<file path="src/rtl/gradient_sched_pkg.sv">
// Shared types and constants for the gradient engine frame scheduler.
package gradient_pkg;

  localparam int unsigned LAYER_W  = 3;
  localparam int unsigned WIDE_DEF = 256;
  localparam int unsigned HIGN_DEF = 256;

  typedef enum logic [1:0] {
    ST_IDLE   = 2'd0,
    ST_STREAM = 2'd1,
    ST_FLUSH  = 2'd2,
    ST_DRAIN  = 2'd3
  } state_t;

  // Zero pixels needed to push a frame through the engine's two line buffers.
  function automatic int unsigned flush_len(input int unsigned wide);
    return 2 * wide;
  endfunction

endpackage

</file>
<file path="src/rtl/gradient_sched_rr_arbiter.sv">
// Round-robin pick over the layer requests, plus the rotating priority pointer.
module rr_arbiter
  import gradient_pkg::*;
#(
  parameter int unsigned N_REQ = 4,
  parameter int unsigned SEL_W = 2
) (
  input  logic             clk,
  input  logic             rst,
  input  logic [N_REQ-1:0] req,
  input  logic             update,
  input  logic [SEL_W-1:0] upd_idx,
  output logic [SEL_W-1:0] pick_c,
  output logic             any_c
);

  logic [SEL_W-1:0] ptr;
  logic [SEL_W-1:0] j_c;
  int               idx;

  // Pointer holds the last served layer; reset value makes layer 0 win first.
  always_ff @(posedge clk or negedge rst) begin
    if (!rst) begin
      ptr <= SEL_W'(N_REQ - 1);
    end else if (update) begin
      ptr <= upd_idx;
    end
  end

  // Scan from farthest to nearest so the first requester after ptr wins.
  always_comb begin
    pick_c = '0;
    any_c  = 1'b0;
    idx    = 0;
    j_c    = '0;
    for (int i = int'(N_REQ); i >= 1; i--) begin
      idx = int'(ptr) + i;
      if (idx >= int'(N_REQ)) begin
        idx = idx - int'(N_REQ);
      end
      j_c = SEL_W'(idx);
      if (req[j_c]) begin
        pick_c = j_c;
        any_c  = 1'b1;
      end
    end
  end

endmodule

</file>
<file path="src/rtl/gradient_sched.sv">
// Frame scheduler time-sharing one Sobel/CORDIC gradient engine between pyramid layers.
// Optional idle-pixel watchdog enabled by defining GRADIENT_SCHED_TIMEOUT_EN.
module gradient_sched
  import gradient_pkg::*;
#(
  parameter int unsigned N_REQ     = 4,
  parameter int unsigned WIDE      = WIDE_DEF,
  parameter int unsigned HIGN      = HIGN_DEF,
  parameter int unsigned DW        = 8,
  parameter int unsigned CNT_DW    = 16,
  parameter int unsigned DRAIN_CYC = 32,
  parameter int unsigned TIMEOUT   = 1024
) (
  input  logic                clk,
  input  logic                rst,
  input  logic [N_REQ-1:0]    req,
  output logic [N_REQ-1:0]    gnt,
  input  logic [N_REQ-1:0]    pix_valid,
  input  logic [N_REQ*DW-1:0] pix_data,
  output logic                eng_valid,
  output logic [DW-1:0]       eng_data,
  output logic [LAYER_W-1:0]  cur_layer,
  output logic                busy,
  output logic                frame_done,
  output logic                aborted
);

  localparam int unsigned SEL_W     = (N_REQ > 1) ? $clog2(N_REQ) : 1;
  localparam int unsigned FLUSH_LEN = flush_len(WIDE);

  if (N_REQ < 2 || N_REQ > 8 || TIMEOUT == 0) begin : g_cfg_bad
    $error("gradient_sched: unsupported parameter set");
  end

  state_t              state, state_nxt;
  logic [SEL_W-1:0]    sel, sel_nxt;
  logic [CNT_DW-1:0]   col, col_nxt;
  logic [CNT_DW-1:0]   row, row_nxt;
  logic [CNT_DW-1:0]   ph, ph_nxt;
  logic [N_REQ-1:0]    gnt_nxt;
  logic                ev_nxt;
  logic [DW-1:0]       ed_nxt;
  logic [LAYER_W-1:0]  cl_nxt;
  logic                fd_nxt;
  logic                ab_nxt;
  logic                busy_nxt;
  logic [SEL_W-1:0]    pick_c;
  logic                any_c;
  logic                rr_upd_c;
  logic                pv_c;
  logic [DW-1:0]       px_c;
  logic [DW-1:0]       lane [N_REQ];
`ifdef GRADIENT_SCHED_TIMEOUT_EN
  logic [CNT_DW-1:0]   idle, idle_nxt;
  logic                abort_flag, abort_flag_nxt;
`endif

  rr_arbiter #(
    .N_REQ (N_REQ),
    .SEL_W (SEL_W)
  ) u_arb (
    .clk     (clk),
    .rst     (rst),
    .req     (req),
    .update  (rr_upd_c),
    .upd_idx (sel),
    .pick_c  (pick_c),
    .any_c   (any_c)
  );

  // Pixel lane of the selected layer.
  always_comb begin
    for (int k = 0; k < int'(N_REQ); k++) begin
      lane[k] = pix_data[k*DW +: DW];
    end
    pv_c = pix_valid[sel];
    px_c = lane[sel];
  end

  always_ff @(posedge clk or negedge rst) begin
    if (!rst) begin
      state      <= ST_IDLE;
      sel        <= '0;
      col        <= '0;
      row        <= '0;
      ph         <= '0;
      gnt        <= '0;
      eng_valid  <= 1'b0;
      eng_data   <= '0;
      cur_layer  <= '0;
      busy       <= 1'b0;
      frame_done <= 1'b0;
      aborted    <= 1'b0;
    end else begin
      state      <= state_nxt;
      sel        <= sel_nxt;
      col        <= col_nxt;
      row        <= row_nxt;
      ph         <= ph_nxt;
      gnt        <= gnt_nxt;
      eng_valid  <= ev_nxt;
      eng_data   <= ed_nxt;
      cur_layer  <= cl_nxt;
      busy       <= busy_nxt;
      frame_done <= fd_nxt;
      aborted    <= ab_nxt;
    end
  end

`ifdef GRADIENT_SCHED_TIMEOUT_EN
  always_ff @(posedge clk or negedge rst) begin
    if (!rst) begin
      idle       <= '0;
      abort_flag <= 1'b0;
    end else begin
      idle       <= idle_nxt;
      abort_flag <= abort_flag_nxt;
    end
  end
`endif

  always_comb begin
    state_nxt = state;
    sel_nxt   = sel;
    col_nxt   = col;
    row_nxt   = row;
    ph_nxt    = ph;
    gnt_nxt   = '0;
    ev_nxt    = 1'b0;
    ed_nxt    = '0;
    cl_nxt    = cur_layer;
    fd_nxt    = 1'b0;
    ab_nxt    = 1'b0;
    rr_upd_c  = 1'b0;
`ifdef GRADIENT_SCHED_TIMEOUT_EN
    idle_nxt       = idle;
    abort_flag_nxt = abort_flag;
`endif
    case (state)
      ST_IDLE: begin
        if (any_c) begin
          sel_nxt   = pick_c;
          cl_nxt    = LAYER_W'(pick_c);
          gnt_nxt   = N_REQ'(1) << pick_c;
          col_nxt   = '0;
          row_nxt   = '0;
          ph_nxt    = '0;
          state_nxt = ST_STREAM;
`ifdef GRADIENT_SCHED_TIMEOUT_EN
          idle_nxt       = '0;
          abort_flag_nxt = 1'b0;
`endif
        end
      end
      ST_STREAM: begin
        gnt_nxt = gnt;
        if (pv_c) begin
          ev_nxt = 1'b1;
          ed_nxt = px_c;
`ifdef GRADIENT_SCHED_TIMEOUT_EN
          idle_nxt = '0;
`endif
          if (col == CNT_DW'(WIDE - 1)) begin
            col_nxt = '0;
            if (row == CNT_DW'(HIGN - 1)) begin
              row_nxt   = '0;
              ph_nxt    = '0;
              gnt_nxt   = '0;
              state_nxt = ST_FLUSH;
            end else begin
              row_nxt = row + CNT_DW'(1);
            end
          end else begin
            col_nxt = col + CNT_DW'(1);
          end
        end
`ifdef GRADIENT_SCHED_TIMEOUT_EN
        else begin
          // Watchdog fires after TIMEOUT consecutive idle cycles.
          idle_nxt = idle + CNT_DW'(1);
          if (idle_nxt == CNT_DW'(TIMEOUT)) begin
            ph_nxt         = '0;
            gnt_nxt        = '0;
            abort_flag_nxt = 1'b1;
            state_nxt      = ST_FLUSH;
          end
        end
`endif
      end
      ST_FLUSH: begin
        ev_nxt = 1'b1;
        ed_nxt = '0;
        if (ph == CNT_DW'(FLUSH_LEN - 1)) begin
          ph_nxt    = '0;
          state_nxt = ST_DRAIN;
        end else begin
          ph_nxt = ph + CNT_DW'(1);
        end
      end
      ST_DRAIN: begin
        // Extra terminal cycle: engine side sees DRAIN_CYC idle cycles before frame_done.
        if (ph == CNT_DW'(DRAIN_CYC)) begin
          ph_nxt    = '0;
          fd_nxt    = 1'b1;
          rr_upd_c  = 1'b1;
          state_nxt = ST_IDLE;
`ifdef GRADIENT_SCHED_TIMEOUT_EN
          ab_nxt = abort_flag;
`endif
        end else begin
          ph_nxt = ph + CNT_DW'(1);
        end
      end
      default: state_nxt = ST_IDLE;
    endcase
    busy_nxt = (state_nxt != ST_IDLE);
  end

endmodule

</file>
<file path="config.mk">
export PLATFORM = sky130hd
export DESIGN_NAME = gradient_sched
export DESIGN_NICKNAME = d
export VERILOG_FILES = /design/src/rtl/gradient_sched_pkg.sv /design/src/rtl/gradient_sched_rr_arbiter.sv /design/src/rtl/gradient_sched.sv
export SDC_FILE = /design/constraint.sdc
export NUM_CORES = 1
export LEC_CHECK = 0
export ABC_CLOCK_PERIOD_IN_PS = 2700
export CAP_MARGIN = 10
export CORE_MARGIN = 2
export CORE_UTILIZATION = 41
export CTS_CLUSTER_SIZE = 24
export DETAILED_ROUTE_END_ITERATION = 7
export SLEW_MARGIN = 20
export SYNTH_ARGS = -nofsm -noshare
export SYNTH_HDL_FRONTEND = slang
export SYNTH_SLANG_ARGS = --single-unit
</file>
<file path="constraint.sdc">
create_clock -name clk -period 2.7 [get_ports clk]
set_clock_uncertainty 0.05 [all_clocks]
set_input_delay 0.54 -clock clk [delete_from_list [all_inputs] [get_ports clk]]
set_output_delay 0.54 -clock clk [all_outputs]
set_load 0.01 [all_outputs]
</file>
* Word level (Yosys, flattened, before mapping) *
Cells that the tools add are included.

word-level totals
  output and inout bits = 19
  logic and storage cells = 110
  memory bits (writable) = 0
  memories = 0
  bits in read-only memories = 0
  input port bits = 42
  bits in latches = 0
  register bits after elaboration = 69

operators by class
  reductions and logical operators = 8
  multiply operators = 0
  multiplexer cells = 57
  $add $sub $neg = 11
  $lt $le $gt $ge = 10
  equal/unequal tests = 11
  bitwise logic cells = 1
  divide/modulo/power cells = 0
  shift operators = 1

operators with widths
  operator                                                                number
  16-bit two-way mux                                                      11
  16-bit one-hot mux with 2 select lines                                  2
  16-bit one-hot mux with 4 select lines                                  1
  16-bit by 1-bit adder with 16-bit output, second input constant         3
  16-bit by 8-bit equality test with 1-bit output, second input constant  2
  8-bit two-way mux                                                       4
  2-bit two-way mux                                                       14
  8-bit binary-select mux with 2-bit select                               1
  16-bit by 6-bit equality test with 1-bit output, second input constant  1
  16-bit by 9-bit equality test with 1-bit output, second input constant  1
  4-bit two-way mux                                                       4
  2-bit by 3-bit < comparator with 1-bit output, second input constant    5
  3-bit >= comparator, second input constant                              4
  1-bit two-way mux                                                       12
  1-bit binary-select mux with 2-bit select                               5
  2-bit != test, second input constant                                    4
  2-bit one-hot mux with 4 select lines                                   1
  4-bit one-hot mux with 2 select lines                                   1
  4-bit AND reduction                                                     2
  2-bit by 1-bit subtractor with 2-bit output, second input constant      4
  2-bit by 2-bit adder with 3-bit output, second input constant           2
  3-bit AND reduction                                                     2
  2-bit by 3-bit adder with 4-bit output, second input constant           1
  2-bit equality test, second input constant                              2
  other kinds (9)                                                         10

* Depth between registers and ports, before layout *
  depth in word-level cells = 12
  gate-level depth with buffers = 9
  depth with buffers taken out = 7

* Modules after synthesis *
From an unflattened synthesis, not the netlist that was laid out.

second synthesis, totals
  cell total of the unflattened synthesis = 398
  area total of the unflattened synthesis = 3,763.6 um^2

modules (own cells, without submodules)
  module          cells each  seq. area each (um^2)  instances  area an instance (um^2)
  gradient_sched  379         1,676.6                1          3,603.5
  rr_arbiter      19          52.6                   1          160.2

* Worst setup path after synthesis *
No wires, ideal clock.

  path kind = register to register
  start point = register col[12]
  end point = register ph[5]
  period minus slack after synthesis = 2.321 ns
  path buffers = 1
  setup slack = 0.379 ns
  setup time = 0.133 ns
  data required time = 2.517 ns
  cell stages (with the launch flop) = 7
  arrival = 2.139 ns
  path through = dfrtp_1 or4_4 nor4_1 a31oi_1 clkbuf_1 o31ai_1 o41ai_1

between the ends
  word-level cells in the longest chain between the ends = 3

RTL lines
  item                                             RTL line               text
  from (decl)                                      gradient_sched.sv:37   logic [CNT_DW-1:0] col, col_nxt;
  from (signal assigned)                           gradient_sched.sv:97   col <= col_nxt;
  16-bit by 8-bit equality test with 1-bit output  gradient_sched.sv:163  if (col == CNT_DW'(WIDE - 1)) begin
  2-bit != test (no source line)                   --
  4-bit AND reduction (no source line)             --
  to (signal assigned)                             gradient_sched.sv:99   ph <= ph_nxt;
  to (decl)                                        gradient_sched.sv:39   logic [CNT_DW-1:0] ph, ph_nxt;

No other way between the ends.
A chain may end at the register's enable or synchronous reset.

* Worst setup path in the final report *
  start point = register col[13]
  end point = register ph[5]

The elaborated chain is that of the path after synthesis.

==> metrics.cfg <==
[outcome]
status=completed

[critical_path]
critical_path.reg2reg.endpoint=ph[5]$_DFFE_PN0P_
startpoint_of_the_most_critical_setup_path=col[13]$_DFFE_PN0P_
cp-start-kind=flop
rrSetupSlack_ns=0.19
rr_startpoint=col[13]$_DFFE_PN0P_
ff2ff_path_depth=7
cp.arrival_ns=2.66
worstPathMaxFanout=8
timing.setup.critical_path_class=reg2reg
worst_ep_required_time_ns=2.85
crit_path_end_kind=flop

[clocking]
clock-root-buffer=sky130_fd_sc_hd__clkbuf_8
cts_inserted_buffers=9
clkSinkCount=69
clk_latency_ns=0.34
cts_tree=done
cts-htree-levels=3
clock_input_transition_at_the_sequential_cells_of_the_worst_setup_and_hold_paths_ns=0.08
cts-root-to-sink-buffers=2

[floorplanning]
die_h_um=102
io_pins=61
chipWidth_um=102
fp-row-count=35
start_util_pct=42.6
core_area_um2=9330
dieArea_um2=10500

[detailed_routing]
starting_drt_drc_count=105
detail_route.wirelength_mm=10.0
num_vias=3634
ant_nets=0
drc=0
via_per_inst=5.71
dr.pass1.iters=5
post_drt_wl_per_cell_um=15.8

[layout]
finish.net_count=553
mostFrequentLayoutCells=sky130_fd_sc_hd__dfrtp_1 (67), sky130_fd_sc_hd__clkdlybuf4s50_1 (57), sky130_fd_sc_hd__nand2_1 (40)
areaGrowthSynthToFinish_pct=29.7
fillerInstances=852
share_of_post_route_cells_with_drive_strength_above_1_pct=14.8
final_common_cell=sky130_fd_sc_hd__dfrtp_1
antenna_cells_inserted=0

[timing]
final_max_slew_viol_count=0
final.min_clock_period_ns=2.51
rsz0062_at_grt=no
relSlewSlack_pct=55.6
post-route-period-util_pct=93.0
hold_viol=0
hold-worst-slack_ns=0.0802
timing_worst_slew_pin_value_ns=0.661
setup_viol_count_final=0
maxClockFrequency_ghz=0.398

[grt]
grt_usage_pct=20.2
initial_antenna_violation_count=0
wire_length_of_the_first_global_routing_pass_mm=16.8
pin_count_of_the_biggest_net_entering_global_routing=52
grt.overflow.total=0
grt_pass1_vias=3491

[pwr]
seqPwrFrac_pct=47.5
power.static_leakage_nw=2.16
p_switching_uw=561
power_frac_comb_pct=9.8
finalPower_mw=2.39
power.switching_fraction_pct=23.5
power.internal_mw=1.82
ir_worst_vdd_v=0.000209
clockPowerShare_pct=42.6
power-per-cell-area_nw_per_um2=463

[logic_synthesis]
synthFlopType=sky130_fd_sc_hd__dfrtp_1
number_of_register_bits_inferred_by_synthesis=69
netlist_area_um2=3970
synth_enable_flop_cells=0
yosys-top-cells-area=sky130_fd_sc_hd__dfrtp_1 (42%), sky130_fd_sc_hd__mux4_2 (5.1%), sky130_fd_sc_hd__o21ai_0 (4.5%), sky130_fd_sc_hd__nand2_1 (3.8%), sky130_fd_sc_hd__ha_1 (2.8%)
largest_family_of_logic_cells_by_synthesized_area=simple AND/OR/NAND/NOR gates
post_synth_and_or_nand_nor_area_fraction_pct=23.2
post-synth-top-area-cell=sky130_fd_sc_hd__dfrtp_1
sequential_area_share_after_synthesis_pct=43.5
yosys-mux-area-fraction_pct=6.20
synthDominantCellAreaShare_pct=42.2
post_synth.cell_area_avg_um2=9.46
synth_compound_area_share_pct=18.8
yosys_warnings=0
yosys.area_share.adder_pct=2.83
synth_cells=420
synth_cell_type_count=58
asyncSetResetFlopFracSynth_pct=100
synth-xor-area-share_pct=1.54

[min_path]
hold_path.class=in2async

[placement]
gpl.final_weighted_congestion=0.807
io_buffers=58
dp_hpwl_mm=7.30

[job]
cap_violations=0

-- area by class of cell --
class	count	area [um^2]	share of cell area [%]
multi-input combinational	314	2110	41.0
clock inverter	7	114	2.21
tap	129	161	3.13
inverter	18	67.6	1.31
sequential	69	1730	33.6
timing repair buffer	90	841	16.3
clock buffer	9	124	2.40
-- routing by layer --
layer	share of wire, %	GRT usage [%]	vias up
met5	0	0	-
met4	1.1	6.15	0
met3	6.4	3.08	10
met2	45	31.7	107
met1	47	29.0	1766
li1	-	-	1751
-- through the flow --
stage,std cells,TNS (ns),cell area [um^2],utilization (%),worst slack (ns)
finish,636,0,5150,55.2,0.190
global route,636,0,5150,55.2,0.0500
CTS,636,0,5140,55.1,0.145
detailed placement,620,-0.990,4900,52.5,-0.168
global placement,620,-0.377,4900,52.5,-0.0622
floorplan,421,0,3980,-,0.379
-- cell usage after synthesis, types with 2 or more instances --
cell type and instances:
sky130_fd_sc_hd__nand4_1 15, sky130_fd_sc_hd__a21oi_1 15, sky130_fd_sc_hd__dfrtp_1 67, sky130_fd_sc_hd__dfstp_2 2
sky130_fd_sc_hd__o211ai_1 2, sky130_fd_sc_hd__clkbuf_1 14, sky130_fd_sc_hd__or3_1 3, sky130_fd_sc_hd__o22ai_1 8
sky130_fd_sc_hd__and4_1 4, sky130_fd_sc_hd__o41ai_2 2, sky130_fd_sc_hd__ha_1 9, sky130_fd_sc_hd__nand2_1 40
sky130_fd_sc_hd__and3_1 13, sky130_fd_sc_hd__a2bb2oi_1 2, sky130_fd_sc_hd__nand2b_1 7, sky130_fd_sc_hd__buf_2 2
sky130_fd_sc_hd__nor3_1 6, sky130_fd_sc_hd__nand3_1 21, sky130_fd_sc_hd__nor2_1 26, sky130_fd_sc_hd__a22o_1 2
sky130_fd_sc_hd__or4_1 12, sky130_fd_sc_hd__nor4_1 14, sky130_fd_sc_hd__buf_4 2, sky130_fd_sc_hd__o31ai_1 12
sky130_fd_sc_hd__or2_2 2, sky130_fd_sc_hd__and2_1 3, sky130_fd_sc_hd__a31o_2 2, sky130_fd_sc_hd__a211oi_1 7
sky130_fd_sc_hd__inv_1 18, sky130_fd_sc_hd__mux4_2 9, sky130_fd_sc_hd__mux2_2 3, sky130_fd_sc_hd__xnor2_1 6
sky130_fd_sc_hd__o41ai_1 2, sky130_fd_sc_hd__a31oi_1 6, sky130_fd_sc_hd__buf_1 2, sky130_fd_sc_hd__a21o_1 3
sky130_fd_sc_hd__o21ai_0 36
-- kinds of logic after synthesis --
family                     Yosys count
buffers and inverters               38
muxes                               13
and+or+nand+nor                    172
xor gates and xnor gates             7
DFF                                 69
adders and majority gates            9
AOI/OAI and AO/OA                  111
other                                1
-- worst max path at each step --
| stage | to |
|---|---|
| floorplan | ph[5]$_DFFE_PN0P_ |
| global placement | row[15]$_DFFE_PN0P_ |
| detailed placement | row[13]$_DFFE_PN0P_ |
| CTS | row[13]$_DFFE_PN0P_ |
| global route | ph[5]$_DFFE_PN0P_ |
| finish | ph[5]$_DFFE_PN0P_ |
-- critical path, cell delays in order, from the launching register on --
cell,delay (ns)
sky130_fd_sc_hd__dfrtp_1,0.44
sky130_fd_sc_hd__or4_1,0.66
sky130_fd_sc_hd__nor4_1,0.25
sky130_fd_sc_hd__buf_4,0.18
sky130_fd_sc_hd__a31o_2,0.17
sky130_fd_sc_hd__nand3_1,0.10
sky130_fd_sc_hd__buf_4,0.18
sky130_fd_sc_hd__o41ai_1,0.33
-- power by group through the flow --
| stage | combinational, mW | sequential, mW | clock (mW) |
|---|---|---|---|
| 6_report | 0.234 | 1.13 | 1.02 |
| 4_1_cts | 0.238 | 1.13 | 1.04 |
| 3_3_place_gp | 0.231 | 1.15 | 0 |
| 5_1_grt | 0.265 | 1.14 | 1.09 |
| 2_1_floorplan | 0.101 | 1.15 | 0 |
| 3_5_place_dp | 0.238 | 1.15 | 0 |
-- sequential cells by signal, summed over array words and instances, names as in the netlist --
signal      flops
col            16
ph             16
row            16
eng_data        8
gnt             4
sel             2
state           2
u_arb.ptr       2
busy            1
eng_valid       1
frame_done      1
-- timing repair --
action                                  CTS  global route
gates resized for setup                   1             2
pin swaps                                 0             0
buffers inserted                          0             0
endpoints found under the setup margin   14             3
hold buffers                              0             0
No activity file was read; power rests on OpenSTA's default activity.
==> edit 1 (same settings) <==
Take the reset off `eng_data` and load it in a clocked block of its own.
--- a/src/rtl/gradient_sched.sv
+++ b/src/rtl/gradient_sched.sv
@@ -86,7 +86,6 @@
       ph         <= '0;
       gnt        <= '0;
       eng_valid  <= 1'b0;
-      eng_data   <= '0;
       cur_layer  <= '0;
       busy       <= 1'b0;
       frame_done <= 1'b0;
@@ -99,12 +98,15 @@
       ph         <= ph_nxt;
       gnt        <= gnt_nxt;
       eng_valid  <= ev_nxt;
-      eng_data   <= ed_nxt;
       cur_layer  <= cl_nxt;
       busy       <= busy_nxt;
       frame_done <= fd_nxt;
       aborted    <= ab_nxt;
     end
+  end
+
+  always_ff @(posedge clk) begin
+    eng_data <= ed_nxt;
   end
 
 `ifdef GRADIENT_SCHED_TIMEOUT_EN
Check against the original RTL: differs if rst is asserted again (counterexample within 4 cycles, from zero or initial values and one cycle with rst low); with rst held inactive, the same outputs for 10 cycles.
==> edit 1 against the unedited design <==
  * Cell area decreased by 1.7%
  * Worst hold slack better by 100 ps
  * Count of clock-buffer cells in the layout is 5 higher
  * Area after synthesis increased by 2.6%
  * Sequential share of layout area is 0.22 points lower
  * Worst setup slack lost 11 ps
  * First-iteration DRC count grew 22%
  * Sequential cell count did not move
  * Routed wire length is 2.7% lower
  * Critical endpoint is now row[13]
  * Highest routed layer unchanged
Power is not compared: it rests on default switching activity, and its combinational part moved more than twofold at a synthesized area within 25%.
==> edit 1: results (changes against the unedited design) <==
| Metric | Value |
|---|---|
| Placed wire-length estimate | `7.249 mm (-0.76%)` |
| CP arrival | `2720 ps (+60 ps)` |
| Fraction of area in clock buffers and inverters | `3.211% (-1.4 points)` |
| Number of clock buffers in the layout | `14 (+5)` |
| Worst-margin pin slew | `722.5 ps (+61.27 ps)` |
| FILL cells | `915 (+7.4%)` |
| Final cell count without fillers | `630 (-0.94%)` |
| Sequential element share of the synthesized area | `41.42% (-2.1 points)` |
| Post-synth top cells | `dfrtp_1, o21ai_0, nand2_1` |
| Number of non-clock inverters in the layout | `14 (-4)` |
| Post-detailed-routing wire length | `9.752 mm (-2.7%)` |
| Share of synthesized flip-flops with an asynchronous set or reset | `88.41% (-12 points)` |
| Count of distinct cell types in the synthesized netlist | `57 (-1.7%)` |
| Vias in the first global route | `3482 (-0.26%)` |
| Worst setup slack after placement | `11.30 ps (+179.1 ps)` |
| Critical Path Max Stage Delay | `460 ps (-200 ps)` |
| Fraction of final layout cells with drive strength greater than 1 | `13.28% (-1.5 points)` |
| Slowest cell on the critical path | `o41ai_4` |
| Final Net Count | `543 (-1.8%)` |
| Number of iterations in the first detailed-routing pass | `4 (-1)` |
| Proportion of cell area occupied by multi-input gates | `44.22% (+3.2 points)` |
| Multi-input comb cells | `320 (+1.9%)` |
| Wire length of the first global-routing pass | `16.73 mm (-0.41%)` |
| Non-clk bufs | `78 (-13%)` |
| Status | `finished clean` |
| Overall via count from detail_route | `3590 (-1.2%)` |
| Violation count after the first detailed-routing iteration | `128 (+22%)` |
edit 1: cell count changes after synthesis, sizes merged, moves of 7 or more:
| cell | change |
|---|---|
| nand2 | -9 |
| dfxtp | +8 |
| and3 | +7 |
| dfrtp | -8 |
| a211oi | -7 |
| o31ai | +15 |
| nor4 | -8 |
edit 1: worst paths after layout:
path / to / slack [ps] / startpoint
max: row[13] / 180 / col[0]
min in group clk: gnt[1] / 430 / gnt[1]
max in group asynchronous: u_arb.ptr[1] / 1740 / rst
min: gnt[0] / 180 / rst
min reg2reg: gnt[1] / 430 / gnt[1]
max reg2reg: row[13] / 180 / col[0]
edit 1: power by group through the flow:
stage	Clock, uW	Combinational [uW]	Sequential, uW
floorplan	0	22.2	1050
global placement	0	107	1050
detailed placement	0	109	1050
CTS	757	109	1030
global route	814	118	1030
finish	740	107	1030
edit 1: metal layers:
metal | global-route usage (%) | share of wire [%] | routed length, um | vias up
li1 | - | - | - | 1735
met1 | 25.05 | 46 | 4530 | 1735
met2 | 30.46 | 46 | 4461 | 108
met3 | 5.349 | 6.5 | 635 | 12
met4 | 5.695 | 1.3 | 125 | 0
met5 | 0 | 0 | 0 | -
edit 1: stage by stage:
stage	util (%)	area, um2
CTS	52.02	5061
global route	52.06	5065
floorplan	-	4081
detailed placement	50.35	4898
finish	52.06	5065
global placement	50.35	4898
edit 1: kinds of logic (layout without fill, tap and decap cells):
| kind of cell | Yosys count | after routing | synth area share [%] |
|---|---|---|---|
| other cells | 1 | 2 | 0.09196 |
| flops | 69 | 69 | 41.42 |
| buf+inv | 35 | 108 | 3.744 |
| compound gates | 117 | 117 | 19.58 |
| simple gates | 169 | 169 | 24.09 |
| fa+ha+maj | 9 | 9 | 2.762 |
| xor+xnor | 7 | 7 | 1.504 |
| mux | 16 | 16 | 6.812 |
==> edit 2 (same flow settings) <==
Made on the original files. `N_REQ` is set to 4 in 2 places; all go to 2.
--- a/src/rtl/gradient_sched_rr_arbiter.sv
+++ b/src/rtl/gradient_sched_rr_arbiter.sv
@@ -2,7 +2,7 @@
 module rr_arbiter
   import gradient_pkg::*;
 #(
-  parameter int unsigned N_REQ = 4,
+  parameter int unsigned N_REQ = 2,
   parameter int unsigned SEL_W = 2
 ) (
   input  logic             clk,
--- a/src/rtl/gradient_sched.sv
+++ b/src/rtl/gradient_sched.sv
@@ -3,7 +3,7 @@
 module gradient_sched
   import gradient_pkg::*;
 #(
-  parameter int unsigned N_REQ     = 4,
+  parameter int unsigned N_REQ     = 2,
   parameter int unsigned WIDE      = WIDE_DEF,
   parameter int unsigned HIGN      = HIGN_DEF,
   parameter int unsigned DW        = 8,
Interface: changed (resized gnt, pix_data, pix_valid and req); port bits go from 61 to 39. The function was not compared with the original's and may differ.
==> edit 2 against the unedited design <==
  * Count of clock-buffer cells in the layout up 1
  * Synthesized cell count down 2.6%
  * Cell area down 13%
  * Routed wire length down 16%
  * Sequential share of layout area up 2.7 points
  * Area after synthesis down 8.0%
  * Core utilization down 3.5 points
  * Critical path depth down 2
  * Sequential cell count down 4
  * Worst setup slack worse by 72 ps
  * Largest cell class unchanged
Power is not compared: it rests on default switching activity, and its combinational part moved more than twofold at a synthesized area within 25%.
==> edit 2: results (changes against the unedited design) <==
| Metric | Value |
|---|---|
| Maximum number of pins on one net before global-route repair | `37 (-29%)` |
| Top cells by area in the synthesized netlist | `dfrtp_1, o31ai_1, nor2_1` |
| Post-synth top cells | `dfrtp_1, nor2_1, nand2_1` |
| Wirelength per Cell | `14.74 um (-6.4%)` |
| Crit Reg-Reg Startpoint | `col[12]` |
| Worst-margin pin slew | `693.3 ps (+32.09 ps)` |
| Wire length of the first global-routing pass | `15.32 mm (-8.8%)` |
| Post-route cell area | `4493 um2 (-13%)` |
| Post-synthesis instance total | `409 (-2.6%)` |
| FILL cells | `817 (-4.1%)` |
| Fraction of final layout cells with drive strength greater than 1 | `11.80% (-3.0 points)` |
| Placed Instances | `557 (-10%)` |
| Total track usage | `19.17% (-1.0 points)` |
| Placed wire-length estimate | `5.981 mm (-18%)` |
| Wl on met1 | `4.141 mm (-13%)` |
| R2R Path End | `row[7]` |
| CP Max Fanout | `3 (-5)` |
| Violation count after the first detailed-routing iteration | `240 (+130%)` |
| Vias in the first global route | `3272 (-6.3%)` |
| Reg2reg path depth | `5 (-2)` |
| DP Area | `4269 um2 (-13%)` |
| GR Layer Usage met2 | `29.15% (-2.5 points)` |
| Per-cell via count in the routed design | `5.690 (-0.42%)` |
| Port Buffers | `35 (-40%)` |
| Count of distinct cell types in the synthesized netlist | `47 (-19%)` |
| Worst Hold Class | `reg2reg` |
| Met1 demand-to-capacity share in global routing | `27.37% (-1.6 points)` |
| Met2 wire length | `3.729 mm (-18%)` |
| Final Net Count | `492 (-11%)` |
| Status | `finished clean` |
| Met3 capacity usage during global routing | `4.653% (+1.6 points)` |
| Final cell count without fillers | `574 (-9.7%)` |
[edit 2: cell count changes in the layout (fill, tap and decap cells not counted), moves of 7 or more]
cell,unedited run,this run
and3_1,13,6
mux4_2,9,0
nor2_1,25,45
o21ai_0,36,18
nand3_1,21,31
o31ai_1,12,28
mux2i_1,1,9
clkdlybuf4s50_1,57,34
[edit 2: cells by family after synthesis]
group	synth area share, %
AOI/OAI and AO/OA	17.84
xor gates and xnor gates	2.637
adders and majority gates	3.082
buffers and inverters	4.726
DFF	44.56
muxes	3.082
other	0.1026
and+or+nand+nor	23.97
[edit 2: how the worst max path moves through the flow]
stage	startpoint	end	slack, ps	depth (start not counted)
floorplan	col[13]	row[7]	60	6
global placement	col[12]	row[7]	170	5
detailed placement	col[12]	row[4]	100	5
CTS	col[12]	row[4]	80	5
global route	col[12]	row[6]	20	5
finish	col[12]	row[7]	120	5
[edit 2: report_power, final]
part | internal, uW | switching, uW | total, uW
registers | 983 | 12.7 | 996
logic | 43.9 | 40.0 | 83.9
clock network | 453 | 399 | 852
total | 1480 | 452 | 1930
[edit 2: layout make-up]
type                            count  area share, %
Tap cell                          108          3.008
Multi-Input combinational cell    305          41.88
Sequential cell                    65          36.23
Clock buffer                       10          3.063
Timing Repair Buffer               62          12.81
Inverter                           18          1.504
Clock inverter                      6          1.504
[edit 2: worst max-delay path, stage by stage (launching register included)]
cell and delay (ps):
dfrtp_1 400, or4_4 530, or4_1 520, or4_4 520, or4_1 410, nand2_1 80
[edit 2: what timing repair did]
| action | in CTS | in global routing |
|---|---|---|
| setup endpoints to repair | 0 | 6 |
| hold buffers | 1 | 0 |
| gates resized for setup | 0 | 2 |
| buffers inserted | 0 | 0 |
| hold endpoints to repair | 3 | 0 |
